## config.mk

```make
export PLATFORM = sky130hd
export DESIGN_NAME = bf_mem_responder_flat
export DESIGN_NICKNAME = d
export VERILOG_FILES = /design/src/rtl/bf_mem_responder_if.sv /design/src/rtl/bf_mem_responder.sv /design/src/flat_wrapper.sv
export SDC_FILE = /design/constraint.sdc
export NUM_CORES = 1
export LEC_CHECK = 0
export ABC_AREA = 1
export CAP_MARGIN = 20
export CORE_MARGIN = 2
export CORE_UTILIZATION = 28
export DETAILED_ROUTE_END_ITERATION = 16
export GPL_TIMING_DRIVEN = 0
export PLACE_DENSITY = 0.51
export SLEW_MARGIN = 20
export SYNTH_ARGS = -nofsm -noshare
export SYNTH_HDL_FRONTEND = slang
export SYNTH_SLANG_ARGS = --single-unit
```

## constraint.sdc

```tcl
create_clock -name clk -period 2.5 [get_ports clk]
set_input_delay 0.375 -clock clk [delete_from_list [all_inputs] [get_ports clk]]
set_output_delay 0.375 -clock clk [all_outputs]
set_load 0.02 [all_outputs]
```

## src/rtl/bf_mem_responder_if.sv

```systemverilog
// rtl/bf_mem_responder_if.sv - core request/response and host bus signals of bf_mem_responder
// The slave modport is the responder's view; master is the core plus host side.
interface bf_mem_responder_if #(
  parameter int ADDR_W = 8
);
  logic              req_valid;
  logic              req_ready;
  logic              req_write;
  logic              req_space;
  logic [ADDR_W-1:0] req_addr;
  logic [7:0]        req_wdata;
  logic              rsp_valid;
  logic [7:0]        rsp_rdata;
  logic              rsp_err;
  logic [7:0]        bus_out;
  logic              bus_oe;
  logic [7:0]        bus_in;
  logic              bus_stb;
  logic              bus_ack;

  modport slave (
    input  req_valid, req_write, req_space, req_addr, req_wdata, bus_in, bus_ack,
    output req_ready, rsp_valid, rsp_rdata, rsp_err, bus_out, bus_oe, bus_stb
  );

  modport master (
    output req_valid, req_write, req_space, req_addr, req_wdata, bus_in, bus_ack,
    input  req_ready, rsp_valid, rsp_rdata, rsp_err, bus_out, bus_oe, bus_stb
  );
endinterface

```

## src/rtl/bf_mem_responder.sv

```systemverilog
// rtl/bf_mem_responder.sv - executes one core memory access over an 8-bit 4-phase stb/ack host bus
// Sequence per access: CMD byte, ADDR byte, DATA byte, each a strobe-high then strobe-low substate.
module bf_mem_responder #(
  parameter int ADDR_W  = 8,
  parameter int TIMEOUT = 255
) (
  input  logic              clk,
  input  logic              nreset,
  input  logic              en,
  bf_mem_responder_if.slave io
);

  typedef enum logic [3:0] {
    IDLE, CMD_HI, CMD_LO, ADDR_HI, ADDR_LO, TURN, DATA_HI, DATA_LO, RESP
  } state_t;

  localparam logic [7:0] LAST_WAIT = 8'(TIMEOUT - 1);

  state_t            state, state_n, phase_next;
  logic [7:0]        cnt, cnt_n;
  logic              write_q, write_n, space_q, space_n, err_q, err_n;
  logic [ADDR_W-1:0] addr_q, addr_n;
  logic [7:0]        wdata_q, wdata_n, rdata_q, rdata_n;
  logic              ack_q;
  logic [7:0]        in_q;
  logic [7:0]        cmd_byte;
  logic              is_hi, is_lo, phase_done;

  assign cmd_byte   = {write_q, space_q, 6'(addr_q >> 8)};
  assign is_hi      = (state == CMD_HI) || (state == ADDR_HI) || (state == DATA_HI);
  assign is_lo      = (state == CMD_LO) || (state == ADDR_LO) || (state == DATA_LO);
  assign phase_done = (is_hi && ack_q) || (is_lo && !ack_q);

  always_ff @(posedge clk) begin
    if (!nreset) begin
      state   <= IDLE;
      cnt     <= 8'd0;
      write_q <= 1'b0;
      space_q <= 1'b0;
      err_q   <= 1'b0;
      addr_q  <= '0;
      wdata_q <= 8'd0;
      rdata_q <= 8'd0;
      ack_q   <= 1'b0;
      in_q    <= 8'd0;
    end else begin
      state   <= state_n;
      cnt     <= cnt_n;
      write_q <= write_n;
      space_q <= space_n;
      err_q   <= err_n;
      addr_q  <= addr_n;
      wdata_q <= wdata_n;
      rdata_q <= rdata_n;
      ack_q   <= io.bus_ack;
      in_q    <= io.bus_in;
    end
  end

  always_comb begin
    phase_next = IDLE;
    case (state)
      CMD_HI:  phase_next = CMD_LO;
      CMD_LO:  phase_next = ADDR_HI;
      ADDR_HI: phase_next = ADDR_LO;
      ADDR_LO: phase_next = write_q ? DATA_HI : TURN;
      DATA_HI: phase_next = DATA_LO;
      DATA_LO: phase_next = RESP;
      default: phase_next = IDLE;
    endcase
  end

  always_comb begin
    state_n = state;
    cnt_n   = cnt;
    write_n = write_q;
    space_n = space_q;
    err_n   = err_q;
    addr_n  = addr_q;
    wdata_n = wdata_q;
    rdata_n = rdata_q;
    if (en) begin
      case (state)
        IDLE: begin
          if (io.req_valid) begin
            write_n = io.req_write;
            space_n = io.req_space;
            addr_n  = io.req_addr;
            wdata_n = io.req_wdata;
            err_n   = 1'b0;
            rdata_n = 8'd0;
            cnt_n   = 8'd0;
            state_n = CMD_HI;
          end
        end
        TURN: begin
          cnt_n   = 8'd0;
          state_n = DATA_HI;
        end
        RESP: state_n = IDLE;
        default: begin
          if (phase_done) begin
            cnt_n   = 8'd0;
            state_n = phase_next;
            if (state == DATA_HI && !write_q) rdata_n = in_q;
          end else if (cnt == LAST_WAIT) begin
            // Host stopped answering: abandon the access and report it.
            err_n   = 1'b1;
            state_n = RESP;
          end else begin
            cnt_n = cnt + 8'd1;
          end
        end
      endcase
    end
  end

  always_comb begin
    io.bus_out = 8'd0;
    io.bus_oe  = 1'b0;
    io.bus_stb = is_hi;
    case (state)
      CMD_HI, CMD_LO: begin
        io.bus_out = cmd_byte;
        io.bus_oe  = 1'b1;
      end
      ADDR_HI, ADDR_LO: begin
        io.bus_out = addr_q[7:0];
        io.bus_oe  = 1'b1;
      end
      DATA_HI, DATA_LO: begin
        if (write_q) begin
          io.bus_out = wdata_q;
          io.bus_oe  = 1'b1;
        end
      end
      default: ;
    endcase
  end

  assign io.req_ready = (state == IDLE);
  assign io.rsp_valid = (state == RESP) && en;
  assign io.rsp_err   = (state == RESP) && err_q;
  assign io.rsp_rdata = ((state == RESP) && !err_q) ? rdata_q : 8'd0;

endmodule

```

## src/flat_wrapper.sv

```systemverilog
// flat-port wrapper written by rule: the top's interface ports become plain ports
module bf_mem_responder_flat 
#(
  parameter int ADDR_W  = 8,
  parameter int TIMEOUT = 255
)
  (clk, nreset, en, io_req_valid, io_req_write, io_req_space, io_req_addr, io_req_wdata, io_bus_in, io_bus_ack, io_req_ready, io_rsp_valid, io_rsp_rdata, io_rsp_err, io_bus_out, io_bus_oe, io_bus_stb);
  bf_mem_responder_if #(.ADDR_W(ADDR_W)) io_i ();
  input  logic clk;
  input  logic nreset;
  input  logic en;
  input wire logic [$bits(io_i.req_valid)-1:0] io_req_valid;
  input wire logic [$bits(io_i.req_write)-1:0] io_req_write;
  input wire logic [$bits(io_i.req_space)-1:0] io_req_space;
  input wire logic [$bits(io_i.req_addr)-1:0] io_req_addr;
  input wire logic [$bits(io_i.req_wdata)-1:0] io_req_wdata;
  input wire logic [$bits(io_i.bus_in)-1:0] io_bus_in;
  input wire logic [$bits(io_i.bus_ack)-1:0] io_bus_ack;
  output wire logic [$bits(io_i.req_ready)-1:0] io_req_ready;
  output wire logic [$bits(io_i.rsp_valid)-1:0] io_rsp_valid;
  output wire logic [$bits(io_i.rsp_rdata)-1:0] io_rsp_rdata;
  output wire logic [$bits(io_i.rsp_err)-1:0] io_rsp_err;
  output wire logic [$bits(io_i.bus_out)-1:0] io_bus_out;
  output wire logic [$bits(io_i.bus_oe)-1:0] io_bus_oe;
  output wire logic [$bits(io_i.bus_stb)-1:0] io_bus_stb;
  assign io_i.req_valid = io_req_valid;
  assign io_i.req_write = io_req_write;
  assign io_i.req_space = io_req_space;
  assign io_i.req_addr = io_req_addr;
  assign io_i.req_wdata = io_req_wdata;
  assign io_i.bus_in = io_bus_in;
  assign io_i.bus_ack = io_bus_ack;
  assign io_req_ready = io_i.req_ready;
  assign io_rsp_valid = io_i.rsp_valid;
  assign io_rsp_rdata = io_i.rsp_rdata;
  assign io_rsp_err = io_i.rsp_err;
  assign io_bus_out = io_i.bus_out;
  assign io_bus_oe = io_i.bus_oe;
  assign io_bus_stb = io_i.bus_stb;
  bf_mem_responder #(.ADDR_W(ADDR_W), .TIMEOUT(TIMEOUT)) u_core (.clk(clk), .nreset(nreset), .en(en), .io(io_i));
endmodule
```

==> out/summary.txt <==
Worst path max stage delay - 0.55 ns
Die H - 95.9 um
Fillers - 878
Via count - 2268
Starting Density - 0.288
# rows - 33
Achievable clock frequency - 417 MHz
Synth warn - 0
Layout cells sized above 1 - 0.0805
Routed vias/inst - 4.40
VDD IR max - 0.505 mV
Placed cell area - 0.00300 mm^2
Port Buffers - 50
Die span in x - 95.9 um
Core Region - 0.00822 mm^2
Finished Layout Cells - 515
Critical path capture point type - output pin
DR DRC count - 0
Power per cell area - 1100 mW/mm^2
Syn nets - 385
Clock Sinks - 48
Largest net degree at the start of global routing - 17
Hold Fails Final Rpt - 0
Root Buffer - clkbuf_8
Critical path data required time - 2.12 ns
Commonest non-fill, non-tap cells in the layout - 63 x inv_1, 61 x nand2_1, 50 x nor2_1
Ant. Diodes - 0
Area delta synth->final - 31.5%
Slowest CP cell - clkdlybuf4s50_1
Hold Path Cell Cnt - 2
R2R setup slack - 0.70 ns
Post-route setup TNS - 0 ns
Commonest non-fill, non-tap cell in the layout - inv_1
Post-synthesis sequential area ratio - 0.407
Hold Crit Class - register to register
Max Slew Vio Count - 0
Leakage - 1.48 nW
Cells after DPL - 507
I/O Pins - 52
Post-synth cell types - 31
Register share of total power - 0.318
Startpoint class of the critical path - register
DR iter-0 viols - 100
Hold Slack - 0.452 ns
Syn Std Cell Area - 0.00236 mm^2
Total track usage - 0.139
Total grt overflow - 0
Crit Path Category - register to output pin
Switching share of power - 0.471
Least-Margin Pin Slew - 0.538 ns
Footprint of the multi-input gates - 0.00111 mm^2
Period utilization - 0.959
Post-DP HPWL - 4450 um
Final setup fails - 0
#FFs+latches synth - 48
Total of max-cap violations - 0
Final WL - 5890 um
Rel. slew slack - 0.641
Routed len/inst - 11.4 um
Skew final - 0.0140 ns
Number of global-route vias before repair - 2112
Cell count after synthesis - 352
First-pass DRT Iterations - 4
H-tree depth - 2
GPL Wtd Cong - 0.849
Clock share of power - 0.143
Die area - 0.00919 mm^2
Sw power - 1.61 mW
Fin nets - 442
Hold-fix buffers at CTS - 0
Initial antenna violation count - 0
Arrival time worst endpoint - 2.02 ns
Total power - 3.42 mW
CP cell instances - inv_2, nand2_4, nor2_2, a31oi_4, o22ai_1, clkdlybuf4s50_1
Sequential cell area - 962 um^2
Design area - 0.00311 mm^2
Combinational group share of total power - 0.539
Status - finished, final reports clean
CTS buffer count - 5
Critical path peak fanout - 8
Final Critical Period - 2.40 ns
Clk slew on worst S/H paths - 0.10 ns
Mean Syn Cell Area - 6.71 um^2
Clock Latency Late Sink - 0.31 ns
Int Pwr - 1.81 mW
First-pass GRT wire length - 9930 um
Worst R2R Path Depth - 10
CTS tree - built
RSZ-0062 raised after global routing - false
Clock buffer depth - 2
Remaining antenna violation count - 0
repair_timing:
item	in CTS	in global routing
gates resized for setup	13	6
setup endpoints to repair	15	6
setup buffers	0	0
endpoints found under the hold margin	0	0
cells by family (layout without fill, tap and decap cells):
kind of cell	Yosys count	in the layout	synth area share
adder cells (fa/ha/maj)	2	2	0.0106
buffers and inverters	79	137	0.131
flip-flops	48	48	0.407
XOR/XNOR	4	4	0.0148
AO/OA/AOI/OAI	70	70	0.157
AND/OR/NAND/NOR	149	149	0.281
flip-flops by register name, summed over array words and instances (netlist names):
| name | flops |
|---|---|
| u_core.state | 4 |
| u_core.cnt | 8 |
| u_core.space_q | 1 |
| u_core.in_q | 8 |
| u_core.addr_q | 8 |
| u_core.ack_q | 1 |
| u_core.err_q | 1 |
| u_core.wdata_q | 8 |
| u_core.rdata_q | 8 |
| u_core.write_q | 1 |
synthesized netlist by cell type:
library cell | count | area share
o21ai_0 | 20 | 0.042
o22ai_1 | 6 | 0.016
nand3_1 | 20 | 0.042
buf_2 | 2 | 0.0042
nand3_2 | 3 | 0.013
dfxtp_1 | 48 | 0.41
a21oi_1 | 35 | 0.074
nand4_1 | 4 | 0.011
a31oi_1 | 1 | 0.0026
inv_1 | 63 | 0.10
buf_4 | 2 | 0.0064
nor3_1 | 1 | 0.0021
ha_1 | 2 | 0.011
inv_4 | 1 | 0.0026
xor2_1 | 2 | 0.0074
nor2_8 | 1 | 0.0085
nand2_1 | 61 | 0.097
nand2_4 | 1 | 0.0048
nor2_2 | 1 | 0.0026
nor2_1 | 50 | 0.079
clkbuf_1 | 5 | 0.0079
o21ai_2 | 1 | 0.0037
and3_1 | 1 | 0.0026
xnor2_1 | 2 | 0.0074
buf_1 | 1 | 0.0016
nand2_2 | 4 | 0.011
o221ai_1 | 2 | 0.0074
or2_0 | 1 | 0.0026
inv_2 | 5 | 0.0079
o21ai_1 | 5 | 0.011
nor2_4 | 1 | 0.0048
power by group through the flow:
stage,clock network [mW],registers [mW],logic [mW]
after floorplan,0,1.07,1.35
after global placement,0,1.09,1.85
after detailed placement,0,1.09,1.86
after CTS,0.505,1.08,1.87
after global routing,0.536,1.11,2.09
final,0.489,1.09,1.84
worst max-delay path: cells and delay by family (launching register included):
kind	cells	cell delay, ns
flops	1	0.47
simple gates	2	0.19
buf+inv	2	0.65
compound gates	2	0.40
through the flow:
| step | worst slack (ns) | util |
|---|---|---|
| global placement | -0.109 | 0.365 |
| finish | 0.103 | 0.378 |
| CTS | 0.0114 | 0.377 |
| global route | 0.00670 | 0.378 |
| floorplan | 0.735 | - |
| detailed placement | -0.0700 | 0.365 |
layer usage:
metal | share of wire | vias up | track usage | routed length [um]
li1 | - | 1214 | - | -
met1 | 0.48 | 1009 | 0.188 | 2850
met2 | 0.47 | 38 | 0.227 | 2760
met3 | 0.031 | 7 | 0.0172 | 180
met4 | 0.017 | 0 | 0.0524 | 100
met5 | 0 | - | 0 | 0
cell type report:
type	instances	area share
Timing Repair Buffer	50	0.161
Sequential cell	48	0.310
Buffer	10	0.0153
Clock buffer	5	0.0221
Clock inverter	3	0.00725
Tap cell	105	0.0423
Multi-Input combinational cell	225	0.358
Inverter	69	0.0841
path summary, 6_finish.rpt:
check | start | end
max | u_core.state[0] | io_bus_out[0]
min | u_core.addr_q[6] | u_core.addr_q[6]
max reg2reg | u_core.state[0] | u_core.state[3]
min reg2reg | u_core.addr_q[6] | u_core.addr_q[6]
(Power assumes the default switching activity.)
